`config.mk`:
```
export PLATFORM = sky130hd
export DESIGN_NAME = range_max_scan_flat
export DESIGN_NICKNAME = d
export VERILOG_FILES = /design/src/rtl/range_max_scan_if.sv /design/src/rtl/range_max_scan.sv /design/src/flat_wrapper.sv
export SDC_FILE = /design/constraint.sdc
export NUM_CORES = 1
export LEC_CHECK = 0
export BUFFER_PORTS_ARGS = -buffer_cell sky130_fd_sc_hd__buf_2
export CAP_MARGIN = 20
export CORE_MARGIN = 8
export CORE_UTILIZATION = 46
export CTS_CLUSTER_SIZE = 20
export DETAILED_ROUTE_END_ITERATION = 16
export MAX_ROUTING_LAYER = met4
export PLACE_DENSITY = 0.81
export REMOVE_ABC_BUFFERS = 1
export SYNTH_ARGS = -nofsm -noshare
export SYNTH_HDL_FRONTEND = slang
export SYNTH_SLANG_ARGS = --single-unit
export TNS_END_PERCENT = 100
```
`constraint.sdc`:
```
create_clock -name clk -period 2.2 [get_ports clk]
set_clock_uncertainty 0.15 [all_clocks]
set_input_delay 0.44 -clock clk [delete_from_list [all_inputs] [get_ports clk]]
set_output_delay 0.44 -clock clk [all_outputs]
set_load 0.05 [all_outputs]
```
`src/rtl/range_max_scan_if.sv`:
```
// range_max_scan_if: request/result bus between the range RAM scanner and its
// surroundings. The slave modport is the scanner's view; master is the driver side.
interface range_max_scan_if #(
  parameter int RAM_ADDR_BITS = 4
);
  logic                     scan;
  logic                     range_done;
  logic [15:0]              count_in;
  logic [RAM_ADDR_BITS-1:0] rd_addr;
  logic                     busy;
  logic                     done;
  logic                     err;
  logic [15:0]              max_count;
  logic [RAM_ADDR_BITS-1:0] max_index;
  logic [19:0]              max_bcd;

  modport slave (
    input  scan, range_done, count_in,
    output rd_addr, busy, done, err, max_count, max_index, max_bcd
  );

  modport master (
    output scan, range_done, count_in,
    input  rd_addr, busy, done, err, max_count, max_index, max_bcd
  );
endinterface

```
`src/rtl/range_max_scan.sv`:
```
// range_max_scan: sweeps the Collatz range RAM through its read port once range
// reports done, keeping the largest iteration count and the lowest index holding it.
// Optional feature macro: RANGE_MAX_BCD_EN adds an iterative double-dabble stage
// producing max_bcd; without it max_bcd is tied to zero.
module range_max_scan #(
  parameter int RAM_WORDS     = 16,
  parameter int RAM_ADDR_BITS = 4
) (
  input logic            clk,
  input logic            reset,
  range_max_scan_if.slave bus
);

  localparam logic [2:0] S_IDLE  = 3'd0;
  localparam logic [2:0] S_WAIT  = 3'd1;
  localparam logic [2:0] S_SCAN  = 3'd2;
  localparam logic [2:0] S_DRAIN = 3'd3;
  localparam logic [2:0] S_BCD   = 3'd4;
  localparam logic [2:0] S_DONE  = 3'd5;

  localparam logic [RAM_ADDR_BITS-1:0] LAST_ADDR = RAM_ADDR_BITS'(RAM_WORDS - 1);

  logic [2:0]               state_q, state_d;
  logic [RAM_ADDR_BITS-1:0] rd_addr_q, rd_addr_d;
  logic                     busy_q, busy_d;
  logic                     done_q, done_d;
  logic                     err_q, err_d;
  logic [15:0]              max_count_q, max_count_d;
  logic [RAM_ADDR_BITS-1:0] max_index_q, max_index_d;
  logic [RAM_ADDR_BITS-1:0] prev_addr;

`ifdef RANGE_MAX_BCD_EN
  logic [35:0] dd_q, dd_d;
  logic [35:0] dd_shift;
  logic [4:0]  bit_cnt_q, bit_cnt_d;
  logic [19:0] max_bcd_q, max_bcd_d;

  // One double-dabble step: add 3 to every BCD digit >= 5, then shift left.
  always_comb begin
    logic [35:0] adj;
    adj = dd_q;
    for (int unsigned i = 0; i < 5; i++) begin
      if (adj[16+4*i +: 4] >= 4'd5) begin
        adj[16+4*i +: 4] = adj[16+4*i +: 4] + 4'd3;
      end
    end
    dd_shift = {adj[34:0], 1'b0};
  end
`endif

  assign prev_addr = rd_addr_q - RAM_ADDR_BITS'(1);

  // Next-state and datapath control for the scan sequence.
  always_comb begin
    state_d     = state_q;
    rd_addr_d   = rd_addr_q;
    busy_d      = busy_q;
    done_d      = done_q;
    err_d       = err_q;
    max_count_d = max_count_q;
    max_index_d = max_index_q;
`ifdef RANGE_MAX_BCD_EN
    dd_d        = dd_q;
    bit_cnt_d   = bit_cnt_q;
    max_bcd_d   = max_bcd_q;
`endif
    case (state_q)
      S_IDLE, S_DONE: begin
        // done/busy settle one cycle after entering DONE, so the flags lag the state.
        if (state_q == S_DONE) begin
          done_d = 1'b1;
          busy_d = 1'b0;
        end
        if (bus.scan) begin
          state_d     = bus.range_done ? S_SCAN : S_WAIT;
          busy_d      = 1'b1;
          done_d      = 1'b0;
          err_d       = 1'b0;
          rd_addr_d   = '0;
          max_count_d = '0;
          max_index_d = '0;
        end
      end
      S_WAIT: begin
        if (bus.range_done) begin
          state_d   = S_SCAN;
          rd_addr_d = '0;
        end
      end
      S_SCAN: begin
        if (!bus.range_done) begin
          state_d = S_IDLE;
          err_d   = 1'b1;
          busy_d  = 1'b0;
        end else begin
          // count_in lags rd_addr by one cycle; nothing valid while rd_addr is still 0.
          if (rd_addr_q != '0 && bus.count_in > max_count_q) begin
            max_count_d = bus.count_in;
            max_index_d = prev_addr;
          end
          if (rd_addr_q == LAST_ADDR) begin
            state_d = S_DRAIN;
          end else begin
            rd_addr_d = rd_addr_q + RAM_ADDR_BITS'(1);
          end
        end
      end
      S_DRAIN: begin
        if (!bus.range_done) begin
          state_d = S_IDLE;
          err_d   = 1'b1;
          busy_d  = 1'b0;
        end else begin
          if (bus.count_in > max_count_q) begin
            max_count_d = bus.count_in;
            max_index_d = LAST_ADDR;
          end
`ifdef RANGE_MAX_BCD_EN
          state_d   = S_BCD;
          bit_cnt_d = '0;
`else
          state_d   = S_DONE;
`endif
        end
      end
`ifdef RANGE_MAX_BCD_EN
      S_BCD: begin
        if (bit_cnt_q == 5'd0) begin
          dd_d      = {20'h0, max_count_q};
          bit_cnt_d = 5'd1;
        end else begin
          dd_d = dd_shift;
          if (bit_cnt_q == 5'd16) begin
            state_d   = S_DONE;
            max_bcd_d = dd_shift[35:16];
            bit_cnt_d = '0;
          end else begin
            bit_cnt_d = bit_cnt_q + 5'd1;
          end
        end
      end
`else
      S_BCD: state_d = S_IDLE;
`endif
      default: state_d = S_IDLE;
    endcase
  end

  // State and result registers with synchronous reset.
  always_ff @(posedge clk) begin
    if (reset) begin
      state_q     <= S_IDLE;
      rd_addr_q   <= '0;
      busy_q      <= 1'b0;
      done_q      <= 1'b0;
      err_q       <= 1'b0;
      max_count_q <= '0;
      max_index_q <= '0;
`ifdef RANGE_MAX_BCD_EN
      dd_q        <= '0;
      bit_cnt_q   <= '0;
      max_bcd_q   <= '0;
`endif
    end else begin
      state_q     <= state_d;
      rd_addr_q   <= rd_addr_d;
      busy_q      <= busy_d;
      done_q      <= done_d;
      err_q       <= err_d;
      max_count_q <= max_count_d;
      max_index_q <= max_index_d;
`ifdef RANGE_MAX_BCD_EN
      dd_q        <= dd_d;
      bit_cnt_q   <= bit_cnt_d;
      max_bcd_q   <= max_bcd_d;
`endif
    end
  end

  assign bus.rd_addr   = rd_addr_q;
  assign bus.busy      = busy_q;
  assign bus.done      = done_q;
  assign bus.err       = err_q;
  assign bus.max_count = max_count_q;
  assign bus.max_index = max_index_q;
`ifdef RANGE_MAX_BCD_EN
  assign bus.max_bcd   = max_bcd_q;
`else
  assign bus.max_bcd   = '0;
`endif

endmodule

```
`src/flat_wrapper.sv`:
```
// flat-port wrapper written by rule: the top's interface ports become plain ports
module range_max_scan_flat 
#(
  parameter int RAM_WORDS     = 16,
  parameter int RAM_ADDR_BITS = 4
)
  (clk, reset, bus_scan, bus_range_done, bus_count_in, bus_rd_addr, bus_busy, bus_done, bus_err, bus_max_count, bus_max_index, bus_max_bcd);
  range_max_scan_if #(.RAM_ADDR_BITS(RAM_ADDR_BITS)) bus_i ();
  input logic clk;
  input logic reset;
  input wire logic [$bits(bus_i.scan)-1:0] bus_scan;
  input wire logic [$bits(bus_i.range_done)-1:0] bus_range_done;
  input wire logic [$bits(bus_i.count_in)-1:0] bus_count_in;
  output wire logic [$bits(bus_i.rd_addr)-1:0] bus_rd_addr;
  output wire logic [$bits(bus_i.busy)-1:0] bus_busy;
  output wire logic [$bits(bus_i.done)-1:0] bus_done;
  output wire logic [$bits(bus_i.err)-1:0] bus_err;
  output wire logic [$bits(bus_i.max_count)-1:0] bus_max_count;
  output wire logic [$bits(bus_i.max_index)-1:0] bus_max_index;
  output wire logic [$bits(bus_i.max_bcd)-1:0] bus_max_bcd;
  assign bus_i.scan = bus_scan;
  assign bus_i.range_done = bus_range_done;
  assign bus_i.count_in = bus_count_in;
  assign bus_rd_addr = bus_i.rd_addr;
  assign bus_busy = bus_i.busy;
  assign bus_done = bus_i.done;
  assign bus_err = bus_i.err;
  assign bus_max_count = bus_i.max_count;
  assign bus_max_index = bus_i.max_index;
  assign bus_max_bcd = bus_i.max_bcd;
  range_max_scan #(.RAM_WORDS(RAM_WORDS), .RAM_ADDR_BITS(RAM_ADDR_BITS)) u_core (.clk(clk), .reset(reset), .bus(bus_i));
endmodule
```
==> metrics.yaml <==
critical_path:
  rr_worst_depth: 8
  cp_slowest_stage_delay_ns: 0.36
  cp_cell_sequence: "inv_1 -> ha_1 -> nand4_1 -> nor4_2 -> a211o_2 -> a31oi_4 -> buf_4 -> mux2i_1"
  cp-start-kind: "flip-flop"
  criticalPathCategory: "flip-flop to flip-flop"
  arrival_ns: 2.19
  path_depth: 8
  end_kind: "flip-flop"
  cp_top_family: "compound AO/OA/AOI/OAI gates"
  worst-path-buf-inv: 2
  crit_slowest_cell: "dfxtp_1"
  crit_required_ns: 2.26
  path_max_fanout: 5
synthesis:
  synth_edf_count: 0
  synth.most_common_cell: "dfxtp_1"
  synth_area_um2: 2155
  async_flop_share_pct: 0
  synth_top_area_share_pct: 27.87
  syn_area_per_cell_um2: 8.584
  synth.area.top_cells: "dfxtp_1 (28%), ha_1 (10%), mux2i_1 (8.8%)"
  synth_flop_cell: "dfxtp_1"
  yosysUniqueCellTypes: 46
  syn_inst: 251
  yosys_warnings: 0
  ys_ff_latch: 30
  yosysSeqAreaShare_pct: 27.87
  synth_largest_area_cell: "dfxtp_1"
  synth_common_cells: "dfxtp_1 (30), nand2b_1 (22), buf_4 (21), inv_1 (21), nand3b_1 (20)"
placed_design:
  portBuffers: 46
  globalplace.congestion: 0.8320
  post-dp-hpwl_mm: 3.758
power_and_ir_drop:
  vdd_drop_max_uv: 269.4
  leakagePower_nw: 1.080
  power_mw: 1.351
  pwr_density_cell_nw_per_um2: 531.6
run:
  drv_cap: 0
die:
  initial_core_util_pct: 46.54
  core_um2: 4629
  io_pins: 67
  std_cell_rows: 25
  dieArea_um2: 7130
  die_w_um: 84.44
  die_y_um: 84.44
global_route:
  grt_antenna_before_repair: 0
  grt_max_degree: 48
  grt_overflow: 0
  grt_pass1_vias: 1854
  grt_usage_pct: 14.32
  grt_pass1_wl_mm: 8.148
cts:
  cts_setup_buffers: 0
  root_buffer: "clkbuf_8"
  cts_buffer_depth: 2
  cts_made_buffers: 5
  htree_levels: 2
  cts_tree: "done"
  clk_latency_ns: 0.29
  clk_pin_slew_ns: 0.06
  cts.sinks: 30
cells_and_area:
  antennaDiodeCount: 0
  drive_gt1_share_pct: 25.99
  area_growth_syn_to_layout_pct: 17.94
  fill_cells: 441
  fin_nets: 341
routing:
  vias_per_cell: 5.173
  wirelength_mm: 4.942
  wire_per_inst_um: 13.80
  num_vias: 1852
  routed-wl-met3_um: 369
  detail_route.drc_violations: 0
  drt-met1-wl_mm: 2.116
  drtPass1Iterations: 4
  drt-initial-drc-count: 90
  wl_met2_mm: 2.375
  drtAntennaViolNets: 0
  routed.top_layer: "met4"
min_path:
  hold_depth: 3
  hold_path_class: "primary input to flip-flop"
timing:
  final_max_slew_viol_count: 0
  fmaxAchievable_mhz: 469.8
  setup_violations: 0
  fin_setup_tns_ns: 0
  worst-slew-pin-transition_ns: 0.6361
  fin_crit_ns: 2.128
  final-hold-violation-count: 0
  maxSlewHeadroom_pct: 57.59
  final.period_utilization_pct: 96.74
status:
  status: "finished, final reports clean"
-- power breakdown --
| part | switching, mW | internal, mW |
|---|---|---|
| registers | 0.00943 | 0.551 |
| logic | 0.185 | 0.0831 |
| clock network | 0.207 | 0.315 |
| total | 0.402 | 0.949 |
-- cell usage in the layout, fill, tap and decap left out, types with 6 or more instances in the layout --
cell,count
buf_2,46
dfxtp_1,28
nand2b_1,22
inv_1,21
nand3b_1,20
conb_1,20
mux2i_1,19
ha_1,17
buf_4,13
nor2_1,12
a21oi_1,12
o21ai_0,10
nand2_1,8
clkbuf_8,8
nand4_1,6
-- per-layer routing --
metal | vias to the layer above | global-route usage (%)
met3 | 8 | 5.171
met1 | 852 | 15.58
met5 | - | -
met4 | 0 | 5.340
li1 | 937 | -
met2 | 55 | 23.42
-- cells by family (layout without fill, tap and decap cells) --
family	Yosys count	in the layout	synth area share, %
AND/OR/NAND/NOR	85	85	24.80
other	1	20	0.1740
AO/OA/AOI/OAI	41	41	12.66
adder cells (fa/ha/maj)	18	18	10.45
buffers and inverters	55	89	14.40
XOR/XNOR	2	2	0.8132
multiplexers	19	19	8.827
flip-flops	30	30	27.87
-- repair_timing --
action | in CTS | in global routing
setup endpoints to repair | 0 | 19
endpoints found under the hold margin | 0 | 0
resized for setup | 0 | 6
hold buffers | 0 | 0
-- area by class of cell --
cell class	instances	area, um^2	share of cell area, %
clock buffers	8	110.1	4.333
inverters	21	78.83	3.102
multi-input cells	185	1343	52.83
flip-flops and latches	30	603.1	23.73
well taps	54	67.56	2.659
repair buffers	60	339.1	13.34
-- sequential cells by signal, indices dropped and copies added (netlist names) --
register,flops
u_core.bus.done,1
u_core.bus.rd_addr,4
u_core.bus.busy,1
u_core.bus.max_count,16
u_core.bus.err,1
u_core.bus.max_index,4
u_core.state_q,3
-- worst register-to-register path: stages (launching register included) --
cell and delay [ns]:
dfxtp_1 0.36, inv_1 0.06, ha_1 0.31, nand4_1 0.17
nor4_2 0.10, a211o_2 0.35, a31oi_4 0.18, buf_4 0.19
mux2i_1 0.19
-- worst paths after layout --
path / slack (ns) / start / endpoint
worst max-delay path: 0.07 / u_core.bus.max_count[11] / u_core.bus.max_count[15]
worst min-delay path: 0.27 / bus_count_in[10] / u_core.bus.max_count[10]
worst max register to register: 0.07 / u_core.bus.max_count[11] / u_core.bus.max_count[15]
worst min register to register: 0.33 / u_core.bus.max_index[1] / u_core.bus.max_index[1]
-- through the flow --
step	hold WS (ns)	area, um^2	worst slack, ns	util, %	cells
6_report	0.2712	2541	0.07161	54.89	358
5_1_grt	0.2749	2541	-0.06585	54.89	358
4_1_cts	0.2696	2507	0.03985	54.16	358
3_5_place_dp	0.3233	2397	-0.09523	51.78	350
3_3_place_gp	0.3249	2397	-0.03405	51.78	350
2_1_floorplan	0.3591	1994	-0.7228	-	236
(Power assumes the default switching activity.)
